File: config.mk
export PLATFORM = sky130hd
export DESIGN_NAME = seg7_scan_mux_flat
export DESIGN_NICKNAME = d
export VERILOG_FILES = /design/src/rtl/seg7_scan_mux_if.sv /design/src/rtl/seg7_scan_mux.sv /design/src/flat_wrapper.sv
export SDC_FILE = /design/constraint.sdc
export NUM_CORES = 1
export LEC_CHECK = 0
export ABC_AREA = 0
export CAP_MARGIN = 20
export CELL_PAD_IN_SITES_DETAIL_PLACEMENT = 1
export CELL_PAD_IN_SITES_GLOBAL_PLACEMENT = 1
export CORE_MARGIN = 4
export CORE_UTILIZATION = 46
export DETAILED_ROUTE_END_ITERATION = 8
export GPL_ROUTABILITY_DRIVEN = 0
export GPL_TIMING_DRIVEN = 1
export PLACE_DENSITY = 0.88
export SLEW_MARGIN = 15
export SYNTH_ARGS = -nofsm -noshare
export SYNTH_HDL_FRONTEND = slang
export SYNTH_SLANG_ARGS = --single-unit
export TNS_END_PERCENT = 100
File: constraint.sdc
create_clock -name clk -period 3.2 [get_ports clk]
set_clock_uncertainty 0.2 [all_clocks]
set_input_delay 0.48 -clock clk [delete_from_list [all_inputs] [get_ports clk]]
set_output_delay 0.48 -clock clk [all_outputs]
set_load 0.005 [all_outputs]
File: src/rtl/seg7_scan_mux_if.sv
// Core-side and pad-side signal bundle for the 4-digit seven-segment scanner.
interface seg7_scan_mux_if #(
  parameter int DIGITS = 4
);
  logic                  enable;
  logic                  load;
  logic [4*DIGITS-1:0]   value;
  logic [DIGITS-1:0]     dp;
  logic                  blank_lz;
  logic [DIGITS-1:0]     io_sel;
  logic [7:0]            io_seg;
  logic                  scan_tick;

  // Core logic / testbench side: drives display data, observes pads
  modport master (
    output enable, load, value, dp, blank_lz,
    input  io_sel, io_seg, scan_tick
  );

  // Scanner side
  modport slave (
    input  enable, load, value, dp, blank_lz,
    output io_sel, io_seg, scan_tick
  );
endinterface

File: src/rtl/seg7_scan_mux.sv
// Time-multiplexed seven-segment scanner with frame-synchronous double
// buffering, leading-zero suppression and an all-off guard interval at the
// start of every digit slot to suppress ghosting.
module seg7_scan_mux #(
  parameter int DIGITS       = 4,
  parameter int DIV          = 50000,
  parameter int BLANK_CYCLES = 8
) (
  input  logic            clk,
  input  logic            rst,
  seg7_scan_mux_if.slave  bus
);

  localparam int CW = (DIV > 1) ? $clog2(DIV) : 1;
  localparam int DW = (DIGITS > 1) ? $clog2(DIGITS) : 1;
  localparam logic [CW-1:0] CNT_LAST  = CW'(DIV - 1);
  localparam logic [CW-1:0] CNT_BLANK = CW'(BLANK_CYCLES);
  localparam logic [DW-1:0] DIG_LAST  = DW'(DIGITS - 1);

  // Slot phase, derived from the prescaler position
  localparam logic [0:0] ST_GUARD = 1'b0;
  localparam logic [0:0] ST_DRIVE = 1'b1;

  // Scan position
  logic [CW-1:0] cnt_q, cnt_d;
  logic [DW-1:0] dig_q, dig_d;
  logic          tick_q, tick_d;
  logic          wrap;
  logic [0:0]    slot_state;

  // Active (displayed) and pending (next frame) buffers
  logic [4*DIGITS-1:0] act_val_q, act_val_d, pend_val_q, pend_val_d;
  logic [DIGITS-1:0]   act_dp_q, act_dp_d, pend_dp_q, pend_dp_d;
  logic                act_blz_q, act_blz_d, pend_blz_q, pend_blz_d;
  logic                pend_valid_q, pend_valid_d;

  // Registered pad outputs
  logic [DIGITS-1:0] sel_q, sel_d;
  logic [7:0]        seg_q, seg_d;

  // Per-digit view of the active buffer
  logic [3:0]        nib [DIGITS];
  logic [DIGITS-1:0] zero_v;
  logic [DIGITS-1:0] blank_v;

  // Hex nibble to segments, gfedcba, 1 = lit
  function automatic logic [6:0] hex7(input logic [3:0] n);
    case (n)
      4'h0: hex7 = 7'h3F;  4'h1: hex7 = 7'h06;  4'h2: hex7 = 7'h5B;  4'h3: hex7 = 7'h4F;
      4'h4: hex7 = 7'h66;  4'h5: hex7 = 7'h6D;  4'h6: hex7 = 7'h7D;  4'h7: hex7 = 7'h07;
      4'h8: hex7 = 7'h7F;  4'h9: hex7 = 7'h6F;  4'hA: hex7 = 7'h77;  4'hB: hex7 = 7'h7C;
      4'hC: hex7 = 7'h39;  4'hD: hex7 = 7'h5E;  4'hE: hex7 = 7'h79;  default: hex7 = 7'h71;
    endcase
  endfunction

  // A digit above 0 is blanked only if it and every digit to its left are zero
  for (genvar gi = 0; gi < DIGITS; gi++) begin : g_digit
    assign nib[gi]    = act_val_q[4*gi +: 4];
    assign zero_v[gi] = (nib[gi] == 4'h0);
    if (gi == 0) begin : g_lsd
      assign blank_v[gi] = 1'b0;
    end else begin : g_upper
      assign blank_v[gi] = act_blz_q & (&zero_v[DIGITS-1:gi]);
    end
  end

  assign wrap       = bus.enable && (cnt_q == CNT_LAST) && (dig_q == DIG_LAST);
  assign slot_state = (cnt_q < CNT_BLANK) ? ST_GUARD : ST_DRIVE;

  // Prescaler and digit index; disabled scanning parks at digit 0, count 0
  always_comb begin
    cnt_d  = cnt_q;
    dig_d  = dig_q;
    tick_d = 1'b0;
    if (!bus.enable) begin
      cnt_d = '0;
      dig_d = '0;
    end else if (cnt_q == CNT_LAST) begin
      cnt_d  = '0;
      tick_d = 1'b1;
      dig_d  = (dig_q == DIG_LAST) ? '0 : dig_q + 1'b1;
    end else begin
      cnt_d = cnt_q + 1'b1;
    end
  end

  // Double buffer: pending moves to active only on the frame wrap; a load on
  // the wrap cycle lands in pending after the old pending has been consumed
  always_comb begin
    act_val_d    = act_val_q;
    act_dp_d     = act_dp_q;
    act_blz_d    = act_blz_q;
    pend_val_d   = pend_val_q;
    pend_dp_d    = pend_dp_q;
    pend_blz_d   = pend_blz_q;
    pend_valid_d = pend_valid_q;
    if (wrap && pend_valid_q) begin
      act_val_d    = pend_val_q;
      act_dp_d     = pend_dp_q;
      act_blz_d    = pend_blz_q;
      pend_valid_d = 1'b0;
    end
    if (bus.load) begin
      pend_val_d   = bus.value;
      pend_dp_d    = bus.dp;
      pend_blz_d   = bus.blank_lz;
      pend_valid_d = 1'b1;
    end
  end

  // Pad drive: dark while disabled or in the guard phase of a slot
  always_comb begin
    sel_d = '1;
    seg_d = 8'hFF;
    if (bus.enable && slot_state == ST_DRIVE) begin
      sel_d = ~(DIGITS'(1) << dig_q);
      seg_d = ~{act_dp_q[dig_q], blank_v[dig_q] ? 7'h00 : hex7(nib[dig_q])};
    end
  end

  // State and output registers
  always_ff @(posedge clk or posedge rst) begin
    if (rst) begin
      cnt_q        <= '0;
      dig_q        <= '0;
      tick_q       <= 1'b0;
      act_val_q    <= '0;
      act_dp_q     <= '0;
      act_blz_q    <= 1'b0;
      pend_val_q   <= '0;
      pend_dp_q    <= '0;
      pend_blz_q   <= 1'b0;
      pend_valid_q <= 1'b0;
      sel_q        <= '1;
      seg_q        <= 8'hFF;
    end else begin
      cnt_q        <= cnt_d;
      dig_q        <= dig_d;
      tick_q       <= tick_d;
      act_val_q    <= act_val_d;
      act_dp_q     <= act_dp_d;
      act_blz_q    <= act_blz_d;
      pend_val_q   <= pend_val_d;
      pend_dp_q    <= pend_dp_d;
      pend_blz_q   <= pend_blz_d;
      pend_valid_q <= pend_valid_d;
      sel_q        <= sel_d;
      seg_q        <= seg_d;
    end
  end

  assign bus.io_sel    = sel_q;
  assign bus.io_seg    = seg_q;
  assign bus.scan_tick = tick_q;

endmodule

File: src/flat_wrapper.sv
// flat-port wrapper written by rule: the top's interface ports become plain ports
module seg7_scan_mux_flat 
#(
  parameter int DIGITS       = 4,
  parameter int DIV          = 50000,
  parameter int BLANK_CYCLES = 8
)
  (clk, rst, bus_enable, bus_load, bus_value, bus_dp, bus_blank_lz, bus_io_sel, bus_io_seg, bus_scan_tick);
  seg7_scan_mux_if #(.DIGITS(DIGITS)) bus_i ();
  input  logic clk;
  input  logic rst;
  input wire logic [$bits(bus_i.enable)-1:0] bus_enable;
  input wire logic [$bits(bus_i.load)-1:0] bus_load;
  input wire logic [$bits(bus_i.value)-1:0] bus_value;
  input wire logic [$bits(bus_i.dp)-1:0] bus_dp;
  input wire logic [$bits(bus_i.blank_lz)-1:0] bus_blank_lz;
  output wire logic [$bits(bus_i.io_sel)-1:0] bus_io_sel;
  output wire logic [$bits(bus_i.io_seg)-1:0] bus_io_seg;
  output wire logic [$bits(bus_i.scan_tick)-1:0] bus_scan_tick;
  assign bus_i.enable = bus_enable;
  assign bus_i.load = bus_load;
  assign bus_i.value = bus_value;
  assign bus_i.dp = bus_dp;
  assign bus_i.blank_lz = bus_blank_lz;
  assign bus_io_sel = bus_i.io_sel;
  assign bus_io_seg = bus_i.io_seg;
  assign bus_scan_tick = bus_i.scan_tick;
  seg7_scan_mux #(.DIGITS(DIGITS), .DIV(DIV), .BLANK_CYCLES(BLANK_CYCLES)) u_core (.clk(clk), .rst(rst), .bus(bus_i));
endmodule
==> run_results.csv <==
group,metric,value,unit
run_status,status,"finished, final reports clean",
global_routing,grt.total_usage,0.186,
clocking,post_cts_resized,0,
worst_setup_path,cp.arrival,2780,ps
worst_setup_path,worst-r2r-cell-count,5,
clocking,cts_tree,"yes",
hold_path,hold_path_end,"u_core.cnt_q[0]",
routing,wl_per_cell,18.2,um
layout,drive_gt1_frac,0.266,
die,die_area,0.00929,mm2
run,drv_cap,0,
worst_setup_path,r2r_setup_slack,460,ps
clocking,clk_latency,350,ps
routing,num_vias,2320,
timing,slew_headroom,0.307,
routing,drtIter0Drc,90,
pwr,power,1710,uW
hold_path,min-delay-start,"u_core.cnt_q[0]",
worst_setup_path,cp-start-kind,"register",
timing,tightestPinTransition,1040,ps
synth,ys.flop_type,"dfrtp_1",
clocking,cts_made_buffers,9,
layout,final_common_cell,"dfrtp_1",
clocking,cts_root_buf,"clkbuf_8",
worst_setup_path,required,3250,ps
global_routing,grt_max_degree,44,
timing,fmax,0.366,GHz
routing,drc,0,
die,fp.dieH,96.4,um
worst_setup_path,critPathKind,"register to register",
clocking,postCtsSetupBuffers,0,
clocking,htreeDepth,3,
pwr,power_leakage,0.00175,uW
timing,drv_slew,0,
global_routing,antenna_found_initial,0,
worst_setup_path,crit_start,"u_core.cnt_q[0]",
clocking,cts_hold_buf,0,
pwr,p_per_area,407,mW/mm2
die,io_pins,38,
layout,area_delta_synth_final,16.6,%
timing,final-setup-viol-count,0,
routing,first_pass_iters,4,
routing,viasPerCell,5.50,
timing,fin_setup_tns,0,ps
synth,yosys_warnings,0,
die,initial_utilization,0.485,
layout,final_cell_mix,"dfrtp_1 (62), clkdlybuf4s50_1 (37), mux2_2 (25), mux2_4 (20), nor2_1 (17)",
synth,synth_enable_flop_cells,0,
hold_path,whs_path_depth,1,
synth,syn_area,0.00359,mm2
hold_path,hp-class,"register to register",
synth,synth_seq_area_share,0.520,
clocking,clk_path_buf_depth,2,
synth,avgSynthCellArea,12.9,um2
routing,ant_nets,0,
global_routing,grt_pass1_vias,2475,
placement,io_buffer_count,37,
clocking,clk_pin_slew,80,ps
routing,routed_wl,7700,um
die,fp.coreArea,0.00741,mm2
layout,antenna_cells,0,
synth,ys_async_sr_fraction,1.00,
timing,timing.final.crit_share,0.855,
global_routing,grt_overflow_total,0,
worst_setup_path,r2r_start,"u_core.cnt_q[0]",
clocking,cts.sink_count,74,
synth,netlist_instances,279,
pwr,vdd.ir_drop.worst,231,uV
synth,yosysTopAreaCell,"dfrtp_1",
placement,hpwlAfterDp,5520,um
timing,hold_ws,280,ps
worst_setup_path,r2r-end,"u_core.act_val_q[14]",
synth,synthTopCellsByArea,"dfrtp_1 (43%), dfstp_2 (8.8%), mux2_4 (8.4%), mux2_2 (7.8%), ha_1 (3.8%)",
synth,synth_top_area_share,0.432,
timing,hold_viol,0,
timing,fin_crit,2740,ps
synth,netlist-cell-type-count,43,
timing,rsz0062_at_grt,"no",
worst_setup_path,crit_path_end_kind,"register",
die,die_w,96.4,um
die,std_cell_rows,31,
synth,syn-num-nets,315,
global_routing,grt_pass1_wl,12800,um
synth,ys_ff_latch,74,
layout,fin_nets,354,
worst_setup_path,crit_path_max_fanout,21,
==> kinds of logic after synthesis <==
family | count (synthesis) | synth area share
adder cells (fa/ha/maj) | 11 | 0.0383
buffers and inverters | 26 | 0.0376
multiplexers | 53 | 0.205
XOR/XNOR | 15 | 0.0366
flip-flops | 74 | 0.520
AND/OR/NAND/NOR | 78 | 0.119
AO/OA/AOI/OAI | 22 | 0.0432
==> worst max path at each step <==
stage          depth (start not counted)  slack [ps]                   end
2_1_floorplan                          1         660      u_core.act_blz_q
3_3_place_gp                           4         680  u_core.act_val_q[14]
3_5_place_dp                           5         490  u_core.act_val_q[14]
4_1_cts                                5         480  u_core.act_val_q[14]
5_1_grt                                5         290  u_core.act_val_q[14]
6_report                               5         460  u_core.act_val_q[14]
==> stage by stage <==
step | utilization | instance area (um2) | worst slack, ps | std cells
after global routing | 0.566 | 4190 | 286 | 422
after CTS | 0.566 | 4190 | 481 | 422
after detailed placement | 0.545 | 4040 | 494 | 406
after floorplan | - | 3590 | 658 | 279
after global placement | 0.545 | 4040 | 682 | 406
final | 0.566 | 4190 | 465 | 422
==> synthesized netlist by cell type, types with 2 or more instances <==
cell / n
o311ai_0: 3
nor4_1: 8
nor3_1: 3
mux2_4: 20
a31oi_1: 2
dfrtp_1: 62
a21oi_1: 4
dfstp_2: 12
mux2_2: 25
nand3_1: 14
nor3b_1: 3
buf_12: 2
xnor2_1: 9
xor2_1: 6
a21o_1: 2
or2_2: 2
and3_1: 3
ha_1: 11
clkbuf_1: 3
nand4_1: 5
o21ai_0: 3
buf_1: 2
or3_1: 3
nor2_1: 17
mux2i_1: 2
inv_1: 15
mux4_2: 6
buf_2: 4
nand2_1: 14
==> report_power, final <==
| group | internal [uW] | switching (uW) | total, uW |
|---|---|---|---|
| Combinational | 57.5 | 42.7 | 100 |
| Clock | 277 | 344 | 621 |
| Sequential | 966 | 19.2 | 985 |
| Total | 1300 | 406 | 1710 |
==> worst max-delay path, stage by stage (launching register included) <==
cell and delay, ps:
dfrtp_1 380, ha_1 250, nand3_1 130, nor4_1 630, and4bb_4 650, mux2_2 390
==> registers in the layout, summed over array words and instances, names as in the netlist <==
register,flops
u_core.act_blz_q,1
u_core.act_dp_q,4
u_core.act_val_q,16
u_core.bus.io_seg,8
u_core.bus.io_sel,4
u_core.bus.scan_tick,1
u_core.cnt_q,16
u_core.dig_q,2
u_core.pend_blz_q,1
u_core.pend_dp_q,4
u_core.pend_val_q,16
u_core.pend_valid_q,1
==> layout make-up <==
type                            instances  area [um2]
Clock buffer                           12         135
Clock inverter                          4        20.0
Fill cell                             722        3220
Inverter                               15        56.3
Multi-Input combinational cell        179        1590
Sequential cell                        74        1870
Tap cell                               99         124
Timing Repair Buffer                   39         398
==> routing by layer <==
| layer | up-vias | wire length [um] | GRT usage |
|---|---|---|---|
| li1 | 1077 | - | - |
| met1 | 1187 | 3570 | 0.243 |
| met2 | 42 | 3720 | 0.303 |
| met3 | 14 | 255 | 0.0411 |
| met4 | 0 | 155 | 0.0701 |
| met5 | - | 0 | 0 |
(Power assumes the default switching activity.)
